File: src/rtl/circsat_search_pkg.sv
// Shared types and constants for the circuit-satisfiability brute-force solver.
package circsat_pkg;

    localparam int N_IN   = 3;
    localparam int CAND_W = 3;

    typedef enum logic [1:0] {
        IDLE,
        EVAL,
        EMIT,
        DONE
    } state_t;

    localparam logic [CAND_W-1:0] LAST_CAND = 3'd7;

endpackage

File: src/rtl/circsat_search_eval.sv
// Combinational evaluator for the example circuit; kept as its explicit gate
// network so a different circuit can be dropped in without touching the controller.
module circsat_eval (
    input  logic a,
    input  logic b,
    input  logic c,
    output logic y
);

    logic x1, x2, x3, x4, x5, x6, x7, x8, x9, x10;

    assign x1  = a | b;
    assign x2  = a & b;
    assign x3  = ~c;
    assign x4  = x1 & x3;
    assign x5  = x2 | c;
    assign x6  = x4 & x5;
    assign x7  = a ^ b;
    assign x8  = ~x7;
    assign x9  = x8 & x1;
    assign x10 = x6 & x9;
    assign y   = x10;

endmodule

File: src/rtl/circsat_search.sv
// Sequential brute-force search over {a,b,c}: streams every assignment whose
// output matches target_y on a valid/ready channel, then pulses done with a count.
module circsat_search
    import circsat_pkg::*;
#(
    parameter int COUNT_W = 4
) (
    input  logic               clk,
    input  logic               reset,
    input  logic               start,
    input  logic               target_y,
    input  logic               first_only,
    input  logic               abort,
    output logic               busy,
    output logic               sol_valid,
    input  logic               sol_ready,
    output logic [CAND_W-1:0]  sol_data,
    output logic               done,
    output logic [COUNT_W-1:0] sol_count
);

    state_t              state;
    logic [CAND_W-1:0]   cand;
    logic                tgt_q;
    logic                first_q;
    logic [COUNT_W-1:0]  count;
    logic [COUNT_W-1:0]  count_inc;
    logic                y;

    circsat_eval u_eval (
        .a (cand[2]),
        .b (cand[1]),
        .c (cand[0]),
        .y (y)
    );

    assign count_inc = (count == {COUNT_W{1'b1}}) ? count : count + 1'b1;

    always_ff @(posedge clk or posedge reset) begin
        if (reset) begin
            state     <= IDLE;
            cand      <= '0;
            tgt_q     <= 1'b0;
            first_q   <= 1'b0;
            count     <= '0;
            busy      <= 1'b0;
            sol_valid <= 1'b0;
            sol_data  <= '0;
            done      <= 1'b0;
            sol_count <= '0;
        end else begin
            done <= 1'b0;
            case (state)
                IDLE: begin
                    if (start) begin
                        tgt_q   <= target_y;
                        first_q <= first_only;
                        cand    <= '0;
                        count   <= '0;
                        busy    <= 1'b1;
                        state   <= EVAL;
                    end
                end
                EVAL: begin
                    if (abort) begin
                        busy  <= 1'b0;
                        state <= IDLE;
                    end else if (y == tgt_q) begin
                        sol_data  <= cand;
                        sol_valid <= 1'b1;
                        state     <= EMIT;
                    end else if (cand == LAST_CAND) begin
                        done      <= 1'b1;
                        sol_count <= count;
                        state     <= DONE;
                    end else begin
                        cand <= cand + 1'b1;
                    end
                end
                EMIT: begin
                    // abort outranks a coincident sol_ready: the beat is dropped uncounted
                    if (abort) begin
                        sol_valid <= 1'b0;
                        busy      <= 1'b0;
                        state     <= IDLE;
                    end else if (sol_ready) begin
                        sol_valid <= 1'b0;
                        count     <= count_inc;
                        if (first_q || cand == LAST_CAND) begin
                            done      <= 1'b1;
                            sol_count <= count_inc;
                            state     <= DONE;
                        end else begin
                            cand  <= cand + 1'b1;
                            state <= EVAL;
                        end
                    end
                end
                DONE: begin
                    busy  <= 1'b0;
                    state <= IDLE;
                end
                default: begin
                    busy      <= 1'b0;
                    sol_valid <= 1'b0;
                    state     <= IDLE;
                end
            endcase
        end
    end

endmodule

File: config.mk
export PLATFORM = sky130hd
export DESIGN_NAME = circsat_search
export DESIGN_NICKNAME = d
export VERILOG_FILES = /design/src/rtl/circsat_search_pkg.sv /design/src/rtl/circsat_search_eval.sv /design/src/rtl/circsat_search.sv
export SDC_FILE = /design/constraint.sdc
export NUM_CORES = 1
export LEC_CHECK = 0
export BUFFER_PORTS_ARGS = -buffer_cell sky130_fd_sc_hd__buf_2
export CAP_MARGIN = 10
export CORE_AREA = 5 5 56 58
export CTS_BUF_LIST = sky130_fd_sc_hd__clkbuf_16
export CTS_CLUSTER_SIZE = 28
export DETAILED_ROUTE_END_ITERATION = 8
export DIE_AREA = 0 0 61 63
export GPL_TIMING_DRIVEN = 1
export HOLD_SLACK_MARGIN = 0.15
export PLACE_DENSITY = 0.7
export SLEW_MARGIN = 20
export SYNTH_ARGS = -nofsm -noshare
export SYNTH_HDL_FRONTEND = slang
export SYNTH_SLANG_ARGS = --single-unit
File: constraint.sdc
create_clock -name clk -period 2.2 [get_ports clk]
set_input_delay 0.11 -clock clk [delete_from_list [all_inputs] [get_ports clk]]
set_output_delay 0.11 -clock clk [all_outputs]
set_load 0.01 [all_outputs]
======== Word level (Yosys, flattened, before mapping) ========
Cells that the tools add are included.
word-level totals
  register bits ........................... 21
  bits in latches ......................... 0
  RAM bits ................................ 0
  ROM bits ................................ 0
  input port bits ......................... 7
  output and inout bits ................... 10
  word-level logic and storage cells ...... 99
  memories ................................ 0
cells by class
  add/subtract/negate cells ............... 2
  multiply operators ...................... 0
  div/mod/pow operators ................... 0
  $lt $le $gt $ge ......................... 0
  equality and inequality tests ........... 19
  shifts and indexed selects .............. 0
  multiplexer cells ....................... 43
  bitwise logic cells ..................... 11
  reductions and logical operators ........ 14
operators by type and width
  cell                                                            number
  4-bit 2-to-1 mux                                                10
  3-bit 2-to-1 mux                                                7
  2-bit != test (second input constant)                           10
  4-bit case mux with 2 select lines                              2
  2-bit 2-to-1 mux                                                7
  1-bit 2-to-1 mux                                                12
  3-bit case mux with 3 select lines                              1
  2-bit case mux with 4 select lines                              1
  4-bit AND reduction                                             2
  8-bit AND reduction                                             1
  7-bit AND reduction                                             1
  3-bit AND reduction                                             2
  1-bit AND                                                       5
  4-bit by 1-bit adder with 4-bit output (second input constant)  1
  2-bit equality test (second input constant)                     2
  4-bit equality test (second input constant)                     1
  4-bit != test (second input constant)                           1
  1-bit case mux with 2 select lines                              2
  2-bit AND reduction                                             2
  2-bit nonzero test                                              2
  3-bit by 1-bit adder with 3-bit output (second input constant)  1
  3-bit equality test (second input constant)                     1
  3-bit != test (second input constant)                           1
  1-bit inverter                                                  3
  10 further kinds                                                11

======== Depth between registers and ports, before layout ========
  word-level depth ........................ 8
  gate-level depth with buffers ........... 7
  gate-level depth less buffers ........... 6

======== By module ========
From an unflattened synthesis, not the netlist that was laid out.
unflattened totals
  cells, all modules ...................... 118
  area total of the unflattened synthesis .. 1286.2 um^2
by module, submodules not included
  module          instances  cells each  area each (um^2)  seq. area each (um^2)
  circsat_search  1          117         1277.5            525.5
  circsat_eval    1          1           8.8               0.0

======== Worst setup path after synthesis ========
Ideal clock, no wire load.
  kind .................................... register to register
  from .................................... register cand[1]
  to ...................................... register cand[0]
  setup time .............................. 125 ps
  arrival ................................. 1842 ps
  required time ........................... 2075 ps
  slack ................................... 233 ps
  cell stages (with the launch flop) ...... 7
  path buffers ............................ 0
  clock period less this slack ............ 1967 ps
  cell sequence ........................... dfrtp_1 > ha_1 > ha_1 > o21ai_0 > nand2_1 > a2111oi_4 > mux2_4
between the ends
  longest elaborated chain between the ends .. 7
  elaborated cells on any way between the ends .. 16
  those cells by class .................... 5 x eq/ne; 9 x bitwise; 2 x reduce/logical
ends and longest elaborated chain
  what                                            RTL line                                              text
  start: declaration                              circsat_search.sv:23                                  logic [CAND_W-1:0] cand;
  start signal: assignment                        circsat_search.sv:77                                  cand <= cand + 1'b1;
  start signal: assignment                        circsat_search.sv:94                                  cand <= cand + 1'b1;
  1-bit bitwise OR, or another cell as far along  circsat_search_eval.sv:12                             assign x1 = a | b;
  1-bit AND, or another cell as far along         circsat_search_eval.sv:15                             assign x4 = x1 & x3;
  1-bit AND (on tied branches)                    circsat_search_eval.sv:17, circsat_search_eval.sv:20
  1-bit AND                                       circsat_search_eval.sv:21                             assign x10 = x6 & x9;
  1-bit equality test                             circsat_search.sv:68                                  end else if (y == tgt_q) begin
  2-bit != test (no source line)                  -
  8-bit AND reduction (no source line) *          -
Every way passes the cells marked *; elsewhere a longest branch is shown, timed or not.
A chain may end at the register's enable or synchronous reset.

======== Final worst setup path ========
  from .................................... register cand[0]
  to ...................................... register cand[0]
between the ends
  longest elaborated chain between the ends .. 7
  elaborated cells on any way between the ends .. 20
  those cells by class .................... 1 x add/sub; 5 x eq/ne; 7 x mux; 5 x bitwise; 2 x reduce/logical
ends and longest elaborated chain
  what
  parallel branches: the longest is 7 deep, another holds 3-bit by 1-bit adder with 3-bit output
Parallel ways; which one is timed is not known. The select of a mux whose other input is x is not followed.

==> qor.txt <==
Post-synth EDFFs: 0
Max-slew violation count: 0
Final Hold Vio Count: 0
Top sig layer: met4
Nets: 154
Yosys top cell by area: dfrtp_1
Pre-CTS setup slack: 0.1597 ns
Gr ovfl total: 0
Maximum clock frequency: 0.4951 GHz
Starting Density: 47.75%
WL final: 2497 µm
Post-Route Setup TNS: 0 ns
Slew @ Worst Pin: 0.7964 ns
Met1 wire length: 1049 µm
Leak: 0.7411 nW
Mapped Area: 0.001249 mm²
RSZ-0062 raised after global routing: no
Gate Count Post-Synth: 115
Max-cap violations: 0
CTS tree: built
Outcome: complete, no violations
Most common flop cell mapped by yosys: dfrtp_1
Count leader, synth: dfrtp_1
Final period util: 91.81%
RD Place Congestion: 0.8625
Mean post-synth cell area: 10.86 µm²
CP endpoint kind: flop
Die area: 0.003843 mm²
DP HPWL: 1897 µm
Tot GR Track Use: 14.63%
Max clock buf depth: 2
Ys Warns: 0
Reg2reg start: cand[0]$_DFFE_PP0P_
Via density: 5.718
FF+latch count, synth: 21
DRC: 0
Asr flop ratio synth: 100.0%
Antenna Violating Nets Remaining: 0
Final Setup Violations: 0
Synth area leaders: dfrtp_1 (42%), mux2_2 (9.9%), ha_1 (7.0%), mux2i_1 (3.2%), inv_1 (3.0%)
Clk_lat worst skew: 0.25 ns
Number of distinct library cells after synthesis: 34
CP Launch Type: flop
Via count: 972
Initial antenna violation count: 0
Worst r2r dst: cand[0]$_DFFE_PP0P_
Worst Reg-to-Reg Cells: 6
Drt pass-1 iters: 5
Setup bufs post-CTS: 0
Clock Skew: 0.002728 ns
Core ar.: 0.002615 mm²
Starting DRC count in detailed routing: 40
Port-buffer cells: 16
Wirelength per Cell: 14.69 µm
Worst EP arrival: 2.16 ns
Hold Path Class: primary input to flop
Final antenna diode count: 0
Layout cells sized above 1: 29.50%
Worst path required time: 2.34 ns
CTS Sinks: 21
Minimum clock period: 2.020 ns
CTS Buf Count: 3
Crit Path Category: flop to flop
Syn nets: 129
Critical path fanouts, max: 7
Global-route wire length before repair: 4215 µm
Slew HR: 46.85%
CTS clock-pin slew for the worst setup and hold paths: 0.06 ns
WL met2: 1252 µm
Synth cell count leaders: dfrtp_1 (21), mux2_2 (11), inv_1 (10), nand2_1 (8), ha_1 (7)
DIE HEIGHT: 63 µm
PwrDens: 1192 mW/mm²
Clk root buf: clkbuf_16
Worst setup path startpoint: cand[0]$_DFFE_PP0P_
DR WL met3: 129 µm
Setup ws final: 0.1803 ns
I/O pins: 17
Crit path to: cand[0]$_DFFE_PP0P_
Worst vdd ir: 0.0007541 V
H-tree depth: 1
Area grow syn2layout: 19.04%
Seq/Total Area, Yosys: 42.08%
Row Count: 19
R2R setup slack: 0.18 ns
Top-area cell type share of the netlist area: 42.08%
Largest net degree at the start of global routing: 22
Vias in the first global route: 966
Die X: 61 µm
-- worst max-delay path: stages (launching register included) --
cell,delay [ns]
dfrtp_1,0.43
ha_1,0.22
ha_1,0.26
o21ai_1,0.21
nand2_1,0.12
a2111oi_4,0.34
mux2_4,0.33
-- what timing repair did --
action | in CTS | in global routing
endpoints found under the setup margin | 0 | 3
hold buffers | 4 | 0
resized for setup | 0 | 1
endpoints found under the hold margin | 24 | 0
-- kinds of logic after synthesis --
group	Yosys count	synth area share, %
flops	21	42.08
simple gates	27	11.82
mux	16	14.33
buf+inv	12	4.308
xor+xnor	3	2.706
compound gates	29	17.74
fa+ha+maj	7	7.014
-- stage by stage --
stage	cells	util (%)	instance area, µm²	hold WS [ns]	total power [mW]
3_3_place_gp	162	52.25	1366	0.2926	1.357
3_5_place_dp	162	52.25	1366	0.2964	1.389
2_1_floorplan	115	-	1249	0.08653	1.178
6_report	170	56.84	1486	0.2060	1.772
4_1_cts	170	56.84	1486	0.1961	1.790
5_1_grt	170	56.84	1486	0.2249	1.892
-- worst min-delay path by stage --
stage / start / to / slack [ns] / depth (start not counted)
6_report: sol_ready / done$_DFF_PP0_ / 0.21 / 3
5_1_grt: sol_ready / done$_DFF_PP0_ / 0.22 / 3
4_1_cts: sol_ready / done$_DFF_PP0_ / 0.20 / 3
3_5_place_dp: reset / sol_data[0]$_DFFE_PP0P_ / 0.30 / 2
3_3_place_gp: reset / sol_count[3]$_DFFE_PP0P_ / 0.29 / 2
2_1_floorplan: reset / busy$_DFFE_PP0P_ / 0.09 / 1
-- power breakdown --
part | internal (mW) | switching [mW] | total (mW)
sequential | 0.506 | 0.111 | 0.616
clock | 0.244 | 0.141 | 0.386
combinational | 0.374 | 0.396 | 0.770
-- registers in the layout (all words and copies together), names as in the netlist --
register / cells
sol_data: 3
count: 4
cand: 3
first_q: 1
sol_count: 4
busy: 1
state: 2
sol_valid: 1
done: 1
tgt_q: 1
-- layout by cell type (no fill, tap or decap), types with 2 or more instances in the layout --
master and count:
a21oi_1 6, buf_2 16, buf_4 2, clkbuf_16 3
dfrtp_1 21, dlygate4sd3_1 4, ha_1 7, inv_1 10
mux2_2 11, mux2i_1 4, nand2_1 8, nand2b_1 4
nand3_1 4, nor2_1 4, nor2b_1 5, o211ai_1 2
o21ai_0 5, o22ai_1 2, xnor2_1 2
-- per-layer routing --
| layer | GRT usage [%] | up-vias |
|---|---|---|
| met2 | 25.13 | 29 |
| li1 | - | 458 |
| met4 | 7.317 | 0 |
| met1 | 16.73 | 478 |
| met3 | 2.479 | 7 |
| met5 | 0 | - |
-- cell type report --
type / count / area [µm²]
multi-input combinational: 82 / 669.4
clock buffer: 3 / 75.07
clock inverter: 1 / 5.005
inverter: 10 / 37.54
timing repair buffer: 22 / 135.1
tap: 31 / 38.79
fill: 229 / 1129
sequential: 21 / 525.5
No activity file was read; power rests on OpenSTA's default activity.
